<file path="config.mk">
export PLATFORM = sky130hd
export DESIGN_NAME = position_logger
export DESIGN_NICKNAME = d
export VERILOG_FILES = /design/src/rtl/position_logger.sv
export SDC_FILE = /design/constraint.sdc
export NUM_CORES = 1
export LEC_CHECK = 0
export CORE_ASPECT_RATIO = 2
export CORE_MARGIN = 8
export CORE_UTILIZATION = 40
export DETAILED_ROUTE_END_ITERATION = 10
export PLACE_DENSITY_LB_ADDON = 0.1
export REMOVE_ABC_BUFFERS = 1
export SKIP_CTS_REPAIR_TIMING = 1
export SYNTH_ARGS = -nofsm -noshare
export SYNTH_HDL_FRONTEND = slang
export SYNTH_SLANG_ARGS = --single-unit
</file>
<file path="constraint.sdc">
create_clock -name clock -period 11.19 [get_ports clock]
set_input_delay 1.119 -clock clock [delete_from_list [all_inputs] [get_ports clock]]
set_output_delay 1.119 -clock clock [all_outputs]
set_load 0.005 [all_outputs]
</file>
<file path="src/rtl/position_logger.sv">
`default_nettype none
// +----------------------------------------------------------------------------+
// | position_logger                                                            |
// | Watches robot pose, emits START/MOVE/TURN/STUCK records into a FIFO and    |
// | keeps saturating step/turn counters plus a stuck indicator.                |
// | Revision: 1.0 - initial release                                            |
// +----------------------------------------------------------------------------+
module position_logger #(
   parameter int DEPTH       = 8,
   parameter int STUCK_LIMIT = 64
) (
   input  logic        clock,
   input  logic        reset,
   input  logic [5:0]  robot_row,
   input  logic [5:0]  robot_column,
   input  logic [2:0]  robot_orientation,
   output logic        log_valid,
   output logic [16:0] log_data,
   input  logic        log_ready,
   output logic [15:0] step_count,
   output logic [15:0] turn_count,
   output logic        stuck,
   output logic        overflow
);

   localparam int           c_AW      = $clog2(DEPTH);
   localparam logic [c_AW:0] c_FULL   = (c_AW + 1)'(DEPTH);
   localparam logic [c_AW:0] c_ONE    = (c_AW + 1)'(1);
   localparam logic [15:0]  c_LIMIT   = 16'(STUCK_LIMIT);
   localparam logic [15:0]  c_CNT_MAX = 16'hFFFF;
   localparam logic [1:0]   c_T_MOVE  = 2'b00;
   localparam logic [1:0]   c_T_TURN  = 2'b01;
   localparam logic [1:0]   c_T_STUCK = 2'b10;
   localparam logic [1:0]   c_T_START = 2'b11;

   // Pose history and event state
   logic        r_first;
   logic [5:0]  r_prev_row;
   logic [5:0]  r_prev_col;
   logic [2:0]  r_prev_ori;
   logic [15:0] r_idle;
   logic        r_stuck;
   logic [15:0] r_step;
   logic [15:0] r_turn;
   logic        r_ovf;

   // FIFO storage and bookkeeping
   logic [16:0]     r_mem [DEPTH];
   logic [c_AW-1:0] r_wr_ptr;
   logic [c_AW-1:0] r_rd_ptr;
   logic [c_AW:0]   r_count;

   logic        w_pos_chg;
   logic        w_ori_chg;
   logic        w_change;
   logic        w_idle_hit;
   logic        w_push;
   logic [1:0]  w_type;
   logic [16:0] w_rec;
   logic        w_full;
   logic        w_empty;
   logic        w_pop;
   logic        w_wr_en;
   logic        w_drop;

   assign w_pos_chg = (robot_row != r_prev_row) || (robot_column != r_prev_col);
   assign w_ori_chg = (robot_orientation != r_prev_ori);
   assign w_change  = !r_first && (w_pos_chg || w_ori_chg);

   // Idle counter saturates at the limit, so the hit fires only once per idle stretch
   assign w_idle_hit = !r_first && !w_change && (r_idle == (c_LIMIT - 16'd1));
   assign w_push     = r_first || w_change || w_idle_hit;

   always_comb begin
      w_type = c_T_STUCK;
      if (r_first) begin
         w_type = c_T_START;
      end else if (w_pos_chg) begin
         w_type = c_T_MOVE;
      end else if (w_ori_chg) begin
         w_type = c_T_TURN;
      end
   end

   assign w_rec = {w_type, robot_row, robot_column, robot_orientation};

   assign w_full  = (r_count == c_FULL);
   assign w_empty = (r_count == '0);
   assign w_pop   = !w_empty && log_ready;
   assign w_wr_en = w_push && (!w_full || w_pop);
   assign w_drop  = w_push && w_full && !w_pop;

   always_ff @(posedge clock or negedge reset) begin
      if (!reset) begin
         r_first    <= 1'b1;
         r_prev_row <= '0;
         r_prev_col <= '0;
         r_prev_ori <= '0;
         r_idle     <= '0;
         r_stuck    <= 1'b0;
         r_step     <= '0;
         r_turn     <= '0;
         r_ovf      <= 1'b0;
      end else begin
         r_first    <= 1'b0;
         r_prev_row <= robot_row;
         r_prev_col <= robot_column;
         r_prev_ori <= robot_orientation;

         if (w_change) begin
            r_idle  <= '0;
            r_stuck <= 1'b0;
            if (w_pos_chg && (r_step != c_CNT_MAX)) begin
               r_step <= r_step + 16'd1;
            end
            if (w_ori_chg && (r_turn != c_CNT_MAX)) begin
               r_turn <= r_turn + 16'd1;
            end
         end else if (!r_first && (r_idle != c_LIMIT)) begin
            r_idle <= r_idle + 16'd1;
         end

         if (w_idle_hit) begin
            r_stuck <= 1'b1;
         end

         if (w_drop) begin
            r_ovf <= 1'b1;
         end
      end
   end

   always_ff @(posedge clock or negedge reset) begin
      if (!reset) begin
         r_wr_ptr <= '0;
         r_rd_ptr <= '0;
         r_count  <= '0;
      end else begin
         if (w_wr_en) begin
            r_wr_ptr <= r_wr_ptr + 1'b1;
         end
         if (w_pop) begin
            r_rd_ptr <= r_rd_ptr + 1'b1;
         end
         case ({w_wr_en, w_pop})
            2'b10:   r_count <= r_count + c_ONE;
            2'b01:   r_count <= r_count - c_ONE;
            default: r_count <= r_count;
         endcase
      end
   end

   // Storage needs no reset: contents are only observed while log_valid is high
   always_ff @(posedge clock) begin
      if (w_wr_en) begin
         r_mem[r_wr_ptr] <= w_rec;
      end
   end

   assign log_valid  = !w_empty;
   assign log_data   = r_mem[r_rd_ptr];
   assign step_count = r_step;
   assign turn_count = r_turn;
   assign stuck      = r_stuck;
   assign overflow   = r_ovf;

endmodule
`default_nettype wire

</file>
-- Word level (Yosys, flattened, before mapping)
Memories as Yosys holds them, arrays and structs flattened.
Index checks and enable logic that the tools add are counted.
- bits in registers: 76
- bits in writable memories: 136
- input bits: 18
- output and inout port bits: 52
- word-level logic and storage cells: 66
- memories kept: 1
- add/subtract/negate cells: 7
- eq/ne operators: 10
- mux-type cells: 10
- reduce and logical (&&, ||, !) cells: 26
- memories (memory ; depth ; bits a word ; read ports ; clocked after memory_dff ; write ports ; RTL line ; text):
    r_mem ; 8 ; 17 ; 1 ; 0 ; 1 ; 48 ; logic [16:0] r_mem [DEPTH];
- operators with widths (cell ; number):
    16-bit by 1-bit adder with 16-bit output (second input constant) ; 3
    16-bit 2-to-1 mux ; 2
    16-bit inequality test (second input constant) ; 2
    16-bit by 6-bit == test with 1-bit output (second input constant) ; 1
    16-bit by 7-bit inequality test with 1-bit output (second input constant) ; 1
    6-bit inequality test ; 2
    1-bit logical AND ; 10
    4-bit one-hot mux with 2 select lines ; 1
    3-bit by 1-bit adder with 3-bit output (second input constant) ; 2
    2-bit 2-to-1 mux ; 3
    2-bit nonzero test ; 3
    1-bit logical NOT ; 5
    1-bit logical OR ; 5
    4-bit by 1-bit adder with 4-bit output (second input constant) ; 1
    4-bit == test (second input constant) ; 1
    4-bit logical NOT ; 1
    1-bit 2-to-1 mux ; 4
    2-bit AND reduction ; 2
    4-bit by 1-bit subtractor with 4-bit output (second input constant) ; 1
    3-bit inequality test ; 1
    2-bit by 1-bit == test with 1-bit output (second input constant) ; 1
    2-bit == test (second input constant) ; 1

-- Logic depth before layout (Yosys ltp)
Gate-level depths: netlist (run 1).
- depth after elaboration: 11
- gate-level depth with buffers: 14
- gate-level depth less buffers: 14

-- Worst setup path before layout (run 1)
OpenSTA, ideal clock, no wires.
- path kind: input to register
- start: input robot_column[0]
- end: memory r_mem[2][0], enable pin
- library setup time: 0.441 ns
- arrival: 3.605 ns
- data required time: 10.749 ns
- setup slack: 7.144 ns
- stages: 6
- buffers on the path: 1
- cell sequence: xnor2_1 > nand4_1 > or3_1 > buf_2 > o21ai_4 > nor4b_1
- cells in the longest elaborated chain, start to end: 11
- elaborated cells between the ends (all ways): 12
- classes of those cells: eq/ne: 1; mux: 2; reduce/logical: 9
- ends and longest elaborated chain (item ; RTL line ; text):
    start, declared ; 15 ; input logic [5:0] robot_column,
    6-bit inequality test * ; 66 ; assign w_pos_chg = (robot_row != r_prev_row) || (robot_column != r_prev_col);
    1-bit logical OR * ; 66 ;
    1-bit logical OR * ; 68 ; assign w_change = !r_first && (w_pos_chg || w_ori_chg);
    1-bit logical AND * ; 68 ;
    1-bit logical NOT ; 71 ; assign w_idle_hit = !r_first && !w_change && (r_idle == (c_LIMIT - 16'd1));
    1-bit logical AND (2 in a row) ; 71 ;
    1-bit logical OR * ; 72 ; assign w_push = r_first || w_change || w_idle_hit;
    1-bit logical AND * ; 90 ; assign w_wr_en = w_push && (!w_full || w_pop);
    1-bit 2-to-1 mux * ; 155 ; if (w_wr_en) begin
    1-bit 2-to-1 mux (not written as such) * ; 156 ; r_mem[r_wr_ptr] <= w_rec;
    end, declared ; 48 ;
Every way passes the cells marked *; elsewhere a longest branch is shown, timed or not.

-- Worst setup path after layout (run 1)
- start: register r_rd_ptr[0]
- end: output log_data[10]
- cells in the longest elaborated chain, start to end: 1
- ends and longest elaborated chain (item ; RTL line ; text):
    start, declared ; 50 ; logic [c_AW-1:0] r_rd_ptr;
    start signal, assigned ; 143 ; r_rd_ptr <= r_rd_ptr + 1'b1;
    memory 8 x 17 bit ; n/a ;
    end, declared ; 18 ; output logic [16:0] log_data,
No other way between the ends.

==> summary.txt, run 1 <==
Min path
  – Hold Crit Class: primary input to async pin

Finish
  – Final instance area: around 10000 µm²
  – Most common cell after layout, fill and taps aside: edfxtp_1
  – # fillers: roughly 1900
  – Commonest cells after routing, fill and taps aside: edfxtp_1, dfrtp_1, clkdlybuf4s50_1
  – Layout cells sized above 1: 18.78%
  – # diodes: 0
  – NumNets Final: between 600 and 700
  – Layout area overhead: 19.92%

Route
  – Detailed-route via count: 4627
  – Post-route ant nets: 0
  – Final wirelength: around 18000 µm
  – Via-per-instance ratio: slightly above 5
  – DRT Pass-1 Iters: 4
  – DRC viols: 0
  – Wire length per cell: a little over 20 µm
  – DRT iter0 DRCs: 151

Global routing
  – Initial antenna violation count: 0
  – Pin count of the biggest net entering global routing: 59
  – Gr ovfl total: 0
  – Global-route wire length before repair: approximately 29000 µm
  – Global router's overall resource usage: 13.78%
  – Vias in the first global route: 5075

Flow run
  – # Max-Cap Violations: 0

Synth
  – Synth Flop Type: edfxtp_1
  – Largest family of logic cells by synthesized area: multiplexers
  – Mux contribution to synthesized area: between 10% and 20%
  – Compound-gate portion of the synthesized area: between 1.5 and 2%
  – Mapped cell area: 8711 µm²
  – Warnings, synthesis: 0
  – Syn avg cell area: ~17 µm²
  – EDFF count, synth: between 100 and 150
  – XOR/XNOR Fraction of Synth Area: 6.722%
  – #FFs+latches synth: roughly 210
  – Sequential share of the synthesized area: about 69%
  – Post-synth top area share: between 40% and 50%
  – Post-Syn Instances: 526
  – Largest area contributor in the netlist: edfxtp_1
  – Synthesized-area fraction occupied by adder cells: approximately 1.4%
  – Post-synthesis cell type count: 52
  – Synth top area cells: edfxtp_1, dfrtp_1, mux4_2, xnor2_1, mux2_2
  – Post-Synth Simple-Gate Area: 8.661%
  – Asr flop ratio synth: a little over a third

Critical path
  – WP data required: 10.07 ns
  – Critical path data arrival time: 2.97 ns
  – Critical path origin: r_rd_ptr[0]
  – Crit. End Element: output port
  – Startpoint types: register
  – Crit Path Category: register to output port
  – Worst r2r src: r_prev_ori[0]
  – Critical path fanouts, max: 28

Clocking
  – H-tree depth: 1
  – Clk buf depth: 3
  – Clk slew on worst S/H paths: about 0.070 ns
  – Clock Latency Late Sink: slightly above 0.5 ns
  – Number of buffers created by CTS: 19
  – CTS tree: built
  – Clock root buffer: clkbuf_16
  – Clock Sinks: approximately 210

STA
  – Maximum clock rate: between 200 and 250 MHz
  – Setup TNS Final: 0 ns
  – Final Critical Period: about 4.1 ns
  – Share of the clock period used by the worst path: between 30% and 40%
  – Max-slew violations: 0
  – Worst slew pin tran: 1.124 ns
  – Final setup violation count: 0
  – Hold slack: a little under 0.5 ns
  – Worst rel slew slack: around 25%
  – RSZ-0062 raised after global routing: no
  – Hold Vio Cnt, Final: 0
  – Clock Skews: about 0.023 ns

Floorplan
  – IO Pins: 70
  – Die width: around 120 µm
  – Die Y: roughly 220 µm
  – Initial core utilization: about two fifths
  – DIE AREA: 27040 µm²
  – # rows: 76
  – Core area: approximately 21000 µm²

Power
  – Max IR drop VDD: 0.1089 mV
  – Pwr dens: between 200 and 250 nW/µm²
  – Leakage: about 3.7 nW
  – Tot Pwr: 2.581 mW

Place
  – Dpl cell area: roughly 9800 µm²
  – Post-DP HPWL: approximately 12000 µm
  – Port bufs: 69
  – Gp weighted congestion: between 0.7 and 0.8

Run status
  – Status: finished clean
layout make-up:
class	instances	area, µm²	area share, %
timing repair buffer	79	763.2	7.306
inverter	9	33.78	0.3234
tap	273	341.6	3.270
sequential	212	5989	57.34
clock buffer	28	601.8	5.761
multi-input combinational	289	2680	25.66
clock inverter	6	36.28	0.3473
layer usage:
metal	wire length, µm	track usage, %	part of all wire (%)
met5	0	0	0
met2	10130	26.01	56
met3	642	2.361	3.6
met1	6766	14.83	38
met4	476	5.191	2.6
synthesized netlist by cell type (all sizes together) (2+ instances only):
library cell and count:
a21oi 4, a22o 2, a31oi 2, and2 4, and3 11, and4 3, buf 8, clkbuf 8
dfrtp 75, edfxtp 136, ha 8, inv 9, mux2 20, mux4 34, nand2 26, nand3 21
nand4 16, nor2 33, nor3 9, nor3b 3, nor4 5, nor4b 3, o21ai 2, or3 2
xnor2 45, xor2 21
kinds of logic (layout without fill, tap and decap cells):
logic type      count (synthesis)  after routing
simple gates                  141            141
flops                         212            212
buf+inv                        25            122
compound gates                 17             17
fa+ha+maj                       9              9
other cells                     1              1
mux                            55             55
xor+xnor                       66             66
sequential cells by signal, indices dropped and copies added (netlist names):
| signal | cells |
|---|---|
| r_mem | 136 |
| r_idle | 16 |
| step_count | 16 |
| turn_count | 16 |
| r_prev_col | 6 |
| r_prev_row | 6 |
| r_count | 4 |
| r_prev_ori | 3 |
| r_rd_ptr | 3 |
| r_wr_ptr | 3 |
| overflow | 1 |
| r_first | 1 |
| stuck | 1 |
worst max-delay path, stage by stage (launching register included):
cell,delay [ns]
dfrtp_2,0.57
buf_4,0.55
mux4_2,0.61
mux2_2,0.28
clkdlybuf4s50_1,0.45
where the power goes:
part | switching [mW] | leakage (nW) | internal, mW
sequential | 0.148 | 2.19 | 1.04
combinational | 0.309 | 1.19 | 0.430
clock | 0.284 | 0.316 | 0.376
metrics by stage:
stage,std cells,util [%],worst slack (ns)
final,896,48.61,7.100
after global routing,896,48.61,6.902
after CTS,896,48.61,7.015
after detailed placement,862,45.64,6.620
after global placement,862,45.64,6.714
after floorplan,510,-,7.138
worst paths after layout:
check / end / slack [ns] / cells past startpoint
setup / recovery: log_data[10] / 7.10 / 4
hold reg to reg: overflow / 0.50 / 1
hold / removal: turn_count[4] / 0.49 / 1
setup reg to reg: r_count[3] / 8.03 / 13
max in group asynchronous: r_rd_ptr[0] / 9.59 / 2
min in group clock: overflow / 0.50 / 1
Note: power is estimated with default switching activity, not from simulation.
==> run 2: changes to the inputs <==
==> constraint.sdc (replaced) <==
create_clock -name clock -period 3.65 [get_ports clock]
set_input_delay 0.365 -clock clock [delete_from_list [all_inputs] [get_ports clock]]
set_output_delay 0.365 -clock clock [all_outputs]
set_load 0.005 [all_outputs]
==> run 2 against run 1 <==
  * Critical path type is now register to register
  * Sequential share of layout area shrank 1.3 points
  * Worst setup slack lost 6.5 ns
  * Final cell count grew 2.7%
  * Largest power group unchanged
  * Critical endpoint is now r_count[3]
  * The run now ends with negative hold slack left
  * Largest cell class unchanged
==> summary.txt, run 2 (synthesized netlist as in run 1, its figures left out) <==
Power
  – Tot Pwr: a little over 8 mW
  – Leakage: about 3.8 nW
  – Pwr dens: between 700 and 800 nW/µm²
  – Max IR drop VDD: 0.4040 mV

Floorplan
  – Die Y: around 220 µm
  – # rows: 76
  – Core area: 21490 µm²
  – Die width: ~120 µm
  – IO Pins: 70
  – Initial core utilization: between 40% and 50%
  – DIE AREA: 27040 µm²

Critical path
  – Startpoint types: register
  – CP top delay family: simple AND/OR/NAND/NOR gates
  – WP data required: roughly 4 ns
  – Crit Path Category: register to register
  – Critical path data arrival time: roughly 3.4 ns
  – Crit. End Element: register
  – Worst path cell trace: xnor2_1, nand4_1, or3_1, nor2_2, nand2_1, inv_1, ha_1, a21o_1, a21oi_1, nand2_1, or3_1, o31a_2, xnor2_2
  – Critical path fanouts, max: 2
  – Path depth of the worst reg2reg path: 13
  – Crit path buffers/inverters: 1
  – Slowest CP cell: or3_1
  – Worst r2r src: r_prev_row[1]
  – Reg-to-reg slack, setup: around 0.59 ns
  – Crit Reg-Reg Endpoint: r_count[3]
  – Max stage delay on crit path: ~0.45 ns

Route
  – Wire length per cell: 20.23 µm
  – Top layer in use: met4
  – DRT iter0 DRCs: roughly 260
  – Via-per-instance ratio: ~5.2
  – Detailed-route via count: approximately 4700
  – Metal-1 WL: approximately 6800 µm
  – DRT Pass-1 Iters: 4
  – Post-route ant nets: 0
  – DR WL met2: about 10000 µm
  – DRC viols: 0
  – WL met3: around 730 µm
  – Final wirelength: about 19000 µm

Global routing
  – Pin count of the biggest net entering global routing: 66
  – Initial antenna violation count: 0
  – Gr ovfl total: 0
  – Global-route wire length before repair: 29730 µm
  – Global router's overall resource usage: around 14%
  – Vias in the first global route: roughly 5300

Place
  – Post-DP HPWL: about 13000 µm
  – Gp weighted congestion: ~0.77
  – Dpl cell area: 9985 µm²
  – Port bufs: between 60 and 70

STA
  – Max-slew violations: 0
  – Final setup violation count: 0
  – Final Critical Period: approximately 3.1 ns
  – Hold slack: -0.02928 ns
  – Share of the clock period used by the worst path: a little over four fifths
  – RSZ-0062 raised after global routing: no
  – Worst slew pin tran: approximately 1.1 ns
  – Worst rel slew slack: 28.27%
  – Hold Vio Cnt, Final: 7
  – Clock Skews: between 0.01 and 0.015 ns
  – Setup TNS Final: 0 ns
  – Maximum clock rate: approximately 330 MHz

Clocking
  – Number of buffers created by CTS: 20
  – Clk buf depth: 3
  – Clk slew on worst S/H paths: 0.07 ns
  – Clock Sinks: approximately 210
  – CTS tree: built
  – Clock root buffer: clkbuf_16
  – Clock Latency Late Sink: a little under 0.5 ns
  – H-tree depth: 1

Finish
  – Layout area overhead: 22.78%
  – Area of the multi-input gates: roughly 2700 µm²
  – Largest reg by FF count: r_mem
  – Layout cells sized above 1: between 20% and 30%
  – NumNets Final: 660
  – Register area: around 6000 µm²
  – Most common cell after layout, fill and taps aside: edfxtp_1
  – Largest register FFs: approximately 140
  – # diodes: 0
  – Commonest cells after routing, fill and taps aside: edfxtp_1, dfrtp_1, clkdlybuf4s50_1
  – Core Util, Final: between 40% and 50%
  – Final instance area: between 10000 and 15000 µm²
  – # fillers: 1877

Flow run
  – # Max-Cap Violations: 0

Run status
  – Violations in the final reports: negative hold slack
  – Status: finished, violations left

Min path
  – Hold Crit Class: primary input to async pin
-- run 2: cell types whose count changed in the layout (fill, tap and decap cells not counted), sizes merged --
cell,previous run,this run
buf,11,33
clkinv,3,6
bufinv,0,2
inv,11,9
clkbuf,28,27
-- run 2: how the worst max path moves through the flow --
stage                                     from      endpoint  cells after the start
after detailed placement  robot_orientation[1]    r_count[3]                     14
final                            r_prev_row[1]    r_count[3]                     13
after CTS                           r_idle[10]   r_mem[0][5]                      6
after global placement            robot_row[4]    r_count[3]                     14
after floorplan                     r_idle[10]   r_mem[2][0]                      5
after global routing                r_idle[11]  r_mem[0][16]                      6
-- run 2: routing by layer --
metal  GRT usage (%)  vias up
met5               0        -
met3           2.361       37
met2           27.11       76
li1                -     2196
met1           14.70     2434
met4           5.312        0
-- run 2: metrics by stage --
stage	setup slack, ns	std cells
2_1_floorplan	0.1244	510
3_3_place_gp	0.2239	884
3_5_place_dp	0.1092	884
4_1_cts	0.5057	920
5_1_grt	0.4099	920
6_report	0.5915	920
-- run 2: report_power, final --
part           total (mW)  switching, mW  internal, mW
sequential           3.47          0.299          3.17
combinational        2.47           1.11          1.37
clock                2.21          0.900          1.31
total                8.15           2.31          5.85
-- run 2: layout make-up --
type / count / area share (%)
sequential: 212 / 55.99
clock buffer: 27 / 5.604
multi-input combinational: 289 / 24.94
tap: 273 / 3.194
clock inverter: 9 / 1.041
timing repair buffer: 101 / 8.914
inverter: 9 / 0.3159
==> patch, RTL diff (settings of run 2) <==
Set the parameter `DEPTH` to 4 (it was 8).
--- a/src/rtl/position_logger.sv
+++ b/src/rtl/position_logger.sv
@@ -6,7 +6,7 @@
 // | Revision: 1.0 - initial release                                            |
 // +----------------------------------------------------------------------------+
 module position_logger #(
-   parameter int DEPTH       = 8,
+   parameter int DEPTH       = 4,
    parameter int STUCK_LIMIT = 64
 ) (
    input  logic        clock,
Function: changed (a bounded check fails within 10 cycles, from zero or initial values and one cycle with reset low).
==> patch against run 2 <==
The flow still finishes with violations (hold timing); count of clock-buffer cells in the layout down 10; worst setup slack better by 0.12 ns; design area down 29%; area after synthesis down 32%; critical path depth down 10; utilization up 1.8 points; total power down 30%; sequential cell count down 71; via count down 26%; wire length down 37%; critical path type is now flip-flop to primary output; highest routed layer unchanged.
==> patch: results (changes against run 2) <==
- Status: complete, but fails checks
- Failing checks: hold timing
- Final hold vios: 8 (+1)
- Post-synthesis mux area share: 0.06999 (-0.04636)
- Slowest stage delay, CP: 0.85 ns (+0.40 ns)
- Seq power: 2.39 mW (-31%)
- Distinct cell type count after synthesis: 50 (-3.8%)
- Post-DP HPWL: 8096 µm (-35%)
- Combinational Power: 1.46 mW (-41%)
- Clkbuf count: 17 (-37%)
- Vias in the first global route: 3628 (-32%)
- WHS: -0.01409 ns (+0.01519 ns)
- Power Internal: 4.088 mW (-30%)
- Setup Skew: 0.006575 ns (-0.007533 ns)
- Post-synthesis xor/xnor area fraction: 0.08827 (+0.02105)
- # nets final: 525 (-20%)
- Area of the core: 14660 µm² (-32%)
- Multi-input combinational area share: 0.2656 (+0.01622)
- Inverter count: 10 (+1)
- Delay-heaviest family, CP: flip-flops
- Clk pwr: 1.86 mW (-16%)
- Placed cell area: 6924 µm² (-31%)
- Max Root-Sink Buffers: 2 (-1)
- Post-DR vias/cell: 4.997 (-3.1%)
- CTS H-tree lvls: 4 (+3)
- Number of enable flip-flop cells after synthesis: 68 (-50%)
- CP arrival: 2.58 ns (-0.85 ns)
- Routed WL: 11710 µm (-37%)
## patch: path summary, 6_finish.rpt
check                          startpoint        endpoint  slack, ns  depth (start not counted)
min                                 reset   step_count[5]      -0.01                          1
max                           r_rd_ptr[0]    log_data[13]       0.71                          3
max in group asynchronous           reset         r_first       2.85                          2
min reg2reg                step_count[12]  step_count[12]       0.49                          1
max reg2reg                    r_idle[10]     r_mem[1][9]       0.76                          8
min in group clock         step_count[12]  step_count[12]       0.49                          1
## patch: routing by layer
metal / global-route usage / vias up / wire length, µm
met5: 0 / - / 0
met2: 0.2102 / 70 / 5955
met3: 0.03253 / 16 / 507
li1: - / 1690 / -
met1: 0.1639 / 1752 / 5032
met4: 0.05692 / 0 / 210
## patch: kinds of logic (layout without fill, tap and decap cells)
logic type | Yosys count | in the layout
other cells | 1 | 1
buf+inv | 19 | 121
flops | 141 | 141
simple gates | 131 | 131
mux | 20 | 20
xor+xnor | 60 | 60
fa+ha+maj | 9 | 9
compound gates | 28 | 28
